`config.mk`:
```
export PLATFORM = sky130hd
export DESIGN_NAME = dbg_trace_buf
export DESIGN_NICKNAME = d
export VERILOG_FILES = /design/src/rtl/dbg_pkg.sv /design/src/rtl/dbg_trace_ram.sv /design/src/rtl/dbg_trace_buf.sv
export SDC_FILE = /design/constraint.sdc
export NUM_CORES = 1
export LEC_CHECK = 0
export ABC_AREA = 1
export CAP_MARGIN = 20
export CORE_ASPECT_RATIO = 1.25
export CORE_MARGIN = 2
export CORE_UTILIZATION = 55
export DETAILED_ROUTE_END_ITERATION = 10
export PLACE_DENSITY = 0.71
export SLEW_MARGIN = 0
export SYNTH_ARGS = -nofsm -noshare
export SYNTH_HDL_FRONTEND = slang
export SYNTH_HIERARCHICAL = 1
export SYNTH_SLANG_ARGS = --single-unit
```
`constraint.sdc`:
```
create_clock -name clk -period 7.18 [get_ports clk]
set_input_delay 1.077 -clock clk [delete_from_list [all_inputs] [get_ports clk]]
set_output_delay 1.077 -clock clk [all_outputs]
set_load 0.005 [all_outputs]
```
`src/rtl/dbg_pkg.sv`:
```
// Shared types and constants for the commit-trace debugger.
package dbg_pkg;

  typedef enum logic [1:0] {
    RUN,
    DUMP,
    HALTED
  } state_e;

  localparam logic [1:0] CAUSE_NONE = 2'b00;
  localparam logic [1:0] CAUSE_BRK  = 2'b01;
  localparam logic [1:0] CAUSE_IVD  = 2'b10;

  localparam int unsigned INST_W   = 32;
  // Widest pc a trace entry can carry; narrower cores use the low bits.
  localparam int unsigned PC_W_MAX = 64;

  typedef struct packed {
    logic [PC_W_MAX-1:0] pc;
    logic [INST_W-1:0]   inst;
  } entry_t;

endpackage

```
`src/rtl/dbg_trace_ram.sv`:
```
// Trace storage: DEPTH words of {pc, inst}, NRET write ports, one async read port.
module dbg_trace_ram import dbg_pkg::*; #(
  parameter int unsigned XLEN  = 32,
  parameter int unsigned NRET  = 1,
  parameter int unsigned DEPTH = 16,
  parameter int unsigned AW    = $clog2(DEPTH),
  parameter int unsigned W     = XLEN + INST_W
) (
  input  logic              clk,
  input  logic [NRET-1:0]   we,
  input  logic [NRET*AW-1:0] waddr,
  input  logic [NRET*W-1:0] wdata,
  input  logic [AW-1:0]     raddr,
  output logic [W-1:0]      rdata
);

  logic [W-1:0] mem [DEPTH];

  // Write all enabled channels; addresses within a cycle are distinct.
  always_ff @(posedge clk) begin
    for (int i = 0; i < NRET; i++) begin
      if (we[i]) begin
        mem[waddr[i*AW +: AW]] <= wdata[i*W +: W];
      end
    end
  end

  assign rdata = mem[raddr];

endmodule

```
`src/rtl/dbg_trace_buf.sv`:
```
// Commit-trace debugger: records retiring pc/inst pairs into a ring, freezes on
// ebreak/invalid, streams the history out oldest first, then holds the core halted.
module dbg_trace_buf import dbg_pkg::*; #(
  parameter int unsigned XLEN  = 32,
  parameter int unsigned NRET  = 1,
  parameter int unsigned DEPTH = 16,
  parameter int unsigned CNT_W = 32
) (
  input  logic               clk,
  input  logic               reset,
  input  logic [NRET-1:0]    commit_valid,
  input  logic [NRET*XLEN-1:0] commit_pc,
  input  logic [NRET*32-1:0] commit_inst,
  input  logic [NRET-1:0]    commit_brk,
  input  logic [NRET-1:0]    commit_ivd,
  output logic               dump_valid,
  input  logic               dump_ready,
  output logic [XLEN-1:0]    dump_pc,
  output logic [31:0]        dump_inst,
  output logic               dump_last,
  output logic               halted,
  output logic [1:0]         halt_cause,
  output logic [XLEN-1:0]    halt_pc,
  output logic [CNT_W-1:0]   retired_cnt
);

  localparam int unsigned AW = $clog2(DEPTH);
  localparam int unsigned CW = AW + 1;
  localparam int unsigned W  = XLEN + INST_W;

  state_e           state_q, state_d;
  logic [AW-1:0]    wr_ptr_q, wr_ptr_d;
  logic [AW-1:0]    rd_ptr_q, rd_ptr_d;
  logic [CW-1:0]    count_q, count_d;
  logic [CNT_W-1:0] ret_q, ret_d;
  logic             halted_q, halted_d;
  logic [1:0]       cause_q, cause_d;
  logic [XLEN-1:0]  hpc_q, hpc_d;

  logic [NRET-1:0]    we;
  logic [NRET*AW-1:0] waddr;
  logic [NRET*W-1:0]  wdata;
  logic [CW-1:0]      n_wr;
  logic               trig;
  logic [1:0]         trig_cause;
  logic [XLEN-1:0]    trig_pc;
  logic [W-1:0]       rdata;
  logic [CW:0]        sum;
  logic [CNT_W:0]     rsum;

  // Pick the channels to record: valid ones up to and including the first trigger.
  always_comb begin
    we         = '0;
    waddr      = '0;
    wdata      = '0;
    n_wr       = '0;
    trig       = 1'b0;
    trig_cause = CAUSE_NONE;
    trig_pc    = '0;
    for (int i = 0; i < NRET; i++) begin
      waddr[i*AW +: AW] = wr_ptr_q + n_wr[AW-1:0];
      wdata[i*W +: W]   = {commit_pc[i*XLEN +: XLEN], commit_inst[i*32 +: 32]};
      if (state_q == RUN && commit_valid[i] && !trig) begin
        we[i] = 1'b1;
        n_wr  = n_wr + CW'(1);
        if (commit_brk[i] || commit_ivd[i]) begin
          trig       = 1'b1;
          trig_cause = commit_ivd[i] ? CAUSE_IVD : CAUSE_BRK;
          trig_pc    = commit_pc[i*XLEN +: XLEN];
        end
      end
    end
  end

  // Next-state: ring bookkeeping in RUN, read-out stepping in DUMP.
  always_comb begin
    state_d  = state_q;
    wr_ptr_d = wr_ptr_q;
    rd_ptr_d = rd_ptr_q;
    count_d  = count_q;
    ret_d    = ret_q;
    halted_d = halted_q;
    cause_d  = cause_q;
    hpc_d    = hpc_q;
    sum      = '0;
    rsum     = '0;
    case (state_q)
      RUN: begin
        wr_ptr_d = wr_ptr_q + n_wr[AW-1:0];
        sum      = {1'b0, count_q} + {1'b0, n_wr};
        count_d  = (sum > (CW+1)'(DEPTH)) ? CW'(DEPTH) : sum[CW-1:0];
        rsum     = {1'b0, ret_q} + (CNT_W+1)'(n_wr);
        ret_d    = rsum[CNT_W] ? '1 : rsum[CNT_W-1:0];
        if (trig) begin
          state_d  = DUMP;
          halted_d = 1'b1;
          cause_d  = trig_cause;
          hpc_d    = trig_pc;
          // A full ring gives count mod DEPTH == 0, so oldest == next write slot.
          rd_ptr_d = wr_ptr_d - count_d[AW-1:0];
        end
      end
      DUMP: begin
        if (dump_ready) begin
          rd_ptr_d = rd_ptr_q + AW'(1);
          count_d  = count_q - CW'(1);
          if (count_q == CW'(1)) begin
            state_d = HALTED;
          end
        end
      end
      HALTED: begin
        state_d = HALTED;
      end
      default: begin
        state_d = HALTED;
      end
    endcase
  end

  // State and counter registers.
  always_ff @(posedge clk or posedge reset) begin
    if (reset) begin
      state_q  <= RUN;
      wr_ptr_q <= '0;
      rd_ptr_q <= '0;
      count_q  <= '0;
      ret_q    <= '0;
      halted_q <= 1'b0;
      cause_q  <= CAUSE_NONE;
      hpc_q    <= '0;
    end else begin
      state_q  <= state_d;
      wr_ptr_q <= wr_ptr_d;
      rd_ptr_q <= rd_ptr_d;
      count_q  <= count_d;
      ret_q    <= ret_d;
      halted_q <= halted_d;
      cause_q  <= cause_d;
      hpc_q    <= hpc_d;
    end
  end

  dbg_trace_ram #(
    .XLEN  (XLEN),
    .NRET  (NRET),
    .DEPTH (DEPTH),
    .AW    (AW),
    .W     (W)
  ) u_ram (
    .clk   (clk),
    .we    (we),
    .waddr (waddr),
    .wdata (wdata),
    .raddr (rd_ptr_q),
    .rdata (rdata)
  );

  assign dump_valid  = (state_q == DUMP);
  assign dump_last   = dump_valid && (count_q == CW'(1));
  assign dump_pc     = rdata[W-1 -: XLEN];
  assign dump_inst   = rdata[INST_W-1:0];
  assign halted      = halted_q;
  assign halt_cause  = cause_q;
  assign halt_pc     = hpc_q;
  assign retired_cnt = ret_q;

endmodule

```
After elaboration in Yosys (flattened, before gate mapping)
Memories as Yosys holds them, arrays and structs flattened.
Index checks and enable logic that the tools add are counted.
W data, S select, Z words.
Word-level totals
  bits in registers: 82
  latch bits: 0
  RAM bits: 1024
  bits in read-only memories: 0
  input bits: 70
  output and inout bits: 133
  word-level logic and storage cells: 52
  memories: 1
Memory list
  u_ram.mem: depth 16, bits a word 64, rd ports 1, clocked after Yosys merged registers in 0, write ports 1, RTL line dbg_trace_ram.sv:17  | logic [W-1:0] mem [DEPTH];
Cells by class
  add/sub/neg operators: 6
  $mul: 0
  divide/modulo/power cells: 0
  magnitude comparators: 1
  equality and inequality tests: 5
  shifts and indexed selects: 0
  muxes and demuxes: 22
  bitwise gates (word level): 0
  reductions and logical operators: 9
Operator list (count)
  $mux W32: 3
  $add A32 B5 Y33: 1
  $mux W2: 6
  $mux W5: 2
  $pmux W5 S2: 1
  $mux W4: 2
  $pmux W4 S2: 1
  $add A5 B5 Y6: 1
  $gt A6 B5 Y1 const B: 1
  $mux W1: 6
  $reduce_and A3 Y1: 2
  $eq A5 B1 Y1 const B: 1
  $sub A5 B1 Y5 const B: 1
  $add A4 B1 Y4 const B: 1
  $add A4 B4 Y4: 1
  $ne A2 B1 Y1 const B: 2
  $pmux W2 S2: 1
  $reduce_and A2 Y1: 2
  $sub A4 B4 Y4: 1
  $eq A2 B1 Y1 const B: 1
  $logic_and A1 B1 Y1: 2
  $logic_not A2 Y1: 1
  $ne A2 B2 Y1 const B: 1
  $reduce_bool A2 Y1: 1
  $logic_or A1 B1 Y1: 1

Depth between registers and ports, before layout
  depth after elaboration: 9
  mapped depth: 23
  mapped depth without buffers: 23

Cells and area by module
The synthesis kept the hierarchy.
Modules (own cells, without submodules)
  dbg_trace_ram: times used 1, cells each 4146, area an instance 44004.7 um^2, sequential area each 30749.5 um^2
  dbg_trace_buf: times used 1, cells each 641, area an instance 4683.2 um^2, sequential area each 2052.0 um^2

Worst setup path after synthesis
Ideal clock, no wire load.
  kind: input -> register
  start: input port commit_valid
  end: memory u_ram/mem[12][0] (netlist name), enable pin
  setup time: 0.487 ns
  arrival time: 4.120 ns
  data required time: 6.693 ns
  slack: 2.574 ns
  stages: 4
  buffers on the path: 0
  path through: nand2_1 -> inv_2 -> nand3_1 -> nor2_1
On the way
  cells in the longest elaborated chain, start to end: 4
Ends and longest elaborated chain
  start: declaration: RTL line dbg_trace_buf.sv:11  | input logic [NRET-1:0] commit_valid,
  $logic_and A1 B1 Y1: RTL line dbg_trace_buf.sv:63  | if (state_q == RUN && commit_valid[i] && !trig) begin
  $mux W1: RTL line dbg_trace_buf.sv:63
  net we: RTL line dbg_trace_buf.sv:40  | logic [NRET-1:0] we;
  $mux W1: RTL line dbg_trace_ram.sv:22  | if (we[i]) begin
  $mux W1 (implied by the code): RTL line dbg_trace_ram.sv:23  | mem[waddr[i*AW +: AW]] <= wdata[i*W +: W];
  end: declaration: RTL line dbg_trace_ram.sv:17
The timed path passes the listed nets, and every way through them passes these cells.

Worst setup path after layout
  start: register rd_ptr_q[0]
  end: output port dump_inst[15]
On the way
  cells in the longest elaborated chain, start to end: 1
Ends and longest elaborated chain
  start: declaration: RTL line dbg_trace_buf.sv:33  | logic [AW-1:0] rd_ptr_q, rd_ptr_d;
  start signal: assignment: RTL line dbg_trace_buf.sv:135  | rd_ptr_q <= rd_ptr_d;
  $mem_v2 Z16 W64
  end: declaration: RTL line dbg_trace_buf.sv:19  | output logic [31:0] dump_inst,
Every way passes these cells.

==> results.json <==
{
  "status": "complete, no violations",
  "whs_ns": 0.477,
  "track_usage_pct": 26.4,
  "finalWorstSetupSlack_ns": 1.66,
  "finalSetupViolations": 0,
  "core-area_um2": 88100,
  "rr_worst_depth": 6,
  "tightest_slew_ns": 1.14,
  "io_buffer_count": 202,
  "avgRoutedWirePerCell_um": 19.5,
  "power_density_nw_per_um2": 235,
  "ant_nets": 0,
  "dr_total_vias": 33228,
  "drcViolationCount": 0,
  "p_leak_nw": 23.5,
  "die_y_um": 337,
  "async_reset_ff_share_pct": 7.41,
  "drive_above_1_share_pct": 5.73,
  "sw_frac_of_total_pct": 19.1,
  "p_clk_share_pct": 44.7,
  "place_ws_ns": 2.52,
  "yosys-top-cells-count": "nand2_1 (1622), edfxtp_1 (1024), inv_1 (827)",
  "fin_area_um2": 55000,
  "cts.clk_slew.worst_paths_ns": 0.06,
  "crit_fanout": 225,
  "cp.required_ns": 6.10,
  "cap_violations": 0,
  "hold_depth": 1,
  "dpl.hpwl_um": 61700,
  "startpoint": "rd_ptr_q[0]",
  "io_pins": 203,
  "die_area_um2": 90900,
  "num_rows": 122,
  "yosysTopAreaCell": "edfxtp_1",
  "area.growth.synth_to_final_pct": 13.0,
  "finClkSkew_ns": 0.0221,
  "grt_max_degree": 279,
  "grt_overflow": 0,
  "rsz0062_at_grt": "false",
  "yosys_warnings": 6,
  "nets": 5006,
  "post-route-util_pct": 62.5,
  "synthesis.area_um2": 48700,
  "dpl_cell_area_um2": 51400,
  "vias_per_cell": 5.36,
  "cp-start-kind": "flop",
  "cts_sinks": 1106,
  "wl_um": 121000,
  "dp.cells": 5995,
  "reg2reg_setup_slack_ns": 3.80,
  "synth_area_leaders": "edfxtp_1 (63%), nand2_1 (13%), nand3_1 (8.3%)",
  "synthCells": 4787,
  "cts_tree": "done",
  "period_needed_ns": 5.52,
  "ir_drop_mv": 0.198,
  "ctsHoldBuffers": 0,
  "hold_start": "halted",
  "dr.pass1.iters": 7,
  "combPwrFrac_pct": 1.0,
  "r2r_start": "state_q[0]",
  "pwr-share-seq_pct": 54.4,
  "start_util_pct": 55.3,
  "yosys.area.top_type_share_pct": 63.2,
  "p_int_mw": 10.5,
  "synthFlopType": "edfxtp_1",
  "clock_latency_ns": 0.69,
  "antenna_found_initial": 5,
  "min_to": "halted",
  "fin_setup_tns_ns": 0,
  "place_congestion": 0.820,
  "min_period_over_period_pct": 76.9,
  "hold_viol_final": 0,
  "slew_headroom_pct": 23.8,
  "grt_first_pass_wirelength_um": 184000,
  "power_mw": 12.9,
  "worstSetupPathType": "reg -> out",
  "synthesis.nets": 4870,
  "synth_seq_cells": 1106,
  "grt_pass1_vias": 31988,
  "p_sw_mw": 2.47,
  "fin_cells": 6196,
  "cts_buffer_depth": 3,
  "dieWidth_um": 270,
  "drt_iter0_markers": 3325,
  "synth.yosys.seq_area_share_pct": 67.4,
  "htreeDepth": 3,
  "synth.distinct_cells": 40,
  "crit_arrival_ns": 4.44,
  "yosys.cell_count.top_type": "nand2_1",
  "syn_area_per_cell_um2": 10.2,
  "cts_root_buffer": "clkbuf_16",
  "post_cts.repair.setup_buffers": 0,
  "synth_edf_count": 1024,
  "report.final.slew_viol_count": 0,
  "n_fill_cell": 6733,
  "cts_resized": 0,
  "reg2reg_to": "u_ram/mem[11][25]",
  "cts_inserted_buffers": 104,
  "endpoint_kind": "output pin",
  "max_freq_mhz": 181,
  "hold_class": "reg -> reg"
}
==> per-layer routing <==
metal	routed length [um]	vias to the layer above	global-route usage (%)
li1	-	15663	-
met1	48700	15953	35.0
met5	0	-	0
met2	59200	1402	44.9
met3	9660	210	3.80
met4	3470	0	9.34
==> layout by cell type, fill, tap and decap left out, types with 8 or more instances in the layout <==
cell             count
clkbuf_1            16
ha_1                12
nand2_1           1622
clkbuf_16          109
nor2_2               9
nor2_1              63
buf_4               45
bufinv_16           17
o21ai_0             15
nand2_2              8
clkinv_1            15
nand3_1            806
nor2_4              20
inv_1              825
xor2_1              10
nand4_1             11
dfrtp_1             78
clkdlybuf4s50_1    202
clkinv_2            25
edfxtp_1          1024
==> cells by family (layout without fill, tap and decap cells) <==
family,after synthesis,count (layout),synth area share (%)
adders and majority gates,13,13,0.349
DFF,1106,1106,67.4
and+or+nand+nor,2566,2566,22.3
other,0,5,0
buffers and inverters,1059,1285,9.37
xor gates and xnor gates,14,14,0.252
AOI/OAI and AO/OA,29,29,0.329
==> worst max path at each step <==
stage / end / slack [ns] / cells after the start
finish: dump_inst[15] / 1.66 / 9
global route: dump_inst[15] / 1.46 / 9
global placement: dump_inst[13] / 2.52 / 9
detailed placement: dump_inst[16] / 2.52 / 9
CTS: dump_inst[15] / 1.70 / 9
floorplan: u_ram/mem[12][0] / 2.57 / 4
==> final cells by class <==
| class | instances | area [um^2] | area share [%] |
|---|---|---|---|
| clock buffer | 127 | 2820 | 5.12 |
| sequential | 1106 | 32800 | 59.6 |
| tap | 1178 | 1470 | 2.68 |
| clock inverter | 69 | 790 | 1.43 |
| timing repair buffer | 254 | 2500 | 4.54 |
| inverter | 835 | 3170 | 5.76 |
| antenna | 5 | 12.5 | 0.0227 |
| multi-input combinational | 2622 | 11500 | 20.8 |
==> sequential cells by signal, indices dropped and copies added, names as in the netlist <==
name / flops
retired_cnt: 32
state_q: 2
halt_pc: 32
count_q: 5
wr_ptr_q: 4
rd_ptr_q: 4
halt_cause: 2
u_ram/mem: 1024
halted: 1
==> critical path, stage by stage, from the launching register on <==
cell,delay [ns]
dfrtp_4,0.65
buf_12,0.74
buf_4,0.91
nand2_1,0.17
nand2_1,0.14
nand2_1,0.06
nand3_1,0.09
nand3_1,0.07
nand2_1,0.17
clkdlybuf4s50_1,0.53
==> power by group through the flow <==
stage               Combinational [mW]  Sequential (mW)  Clock, mW
finish                           0.126             7.04       5.78
global route                     0.140             7.03       6.09
CTS                              0.128             7.04       5.85
detailed placement               0.127             7.17          0
global placement                 0.124             7.17          0
floorplan                      0.00696             7.17          0
(Power assumes the default switching activity.)
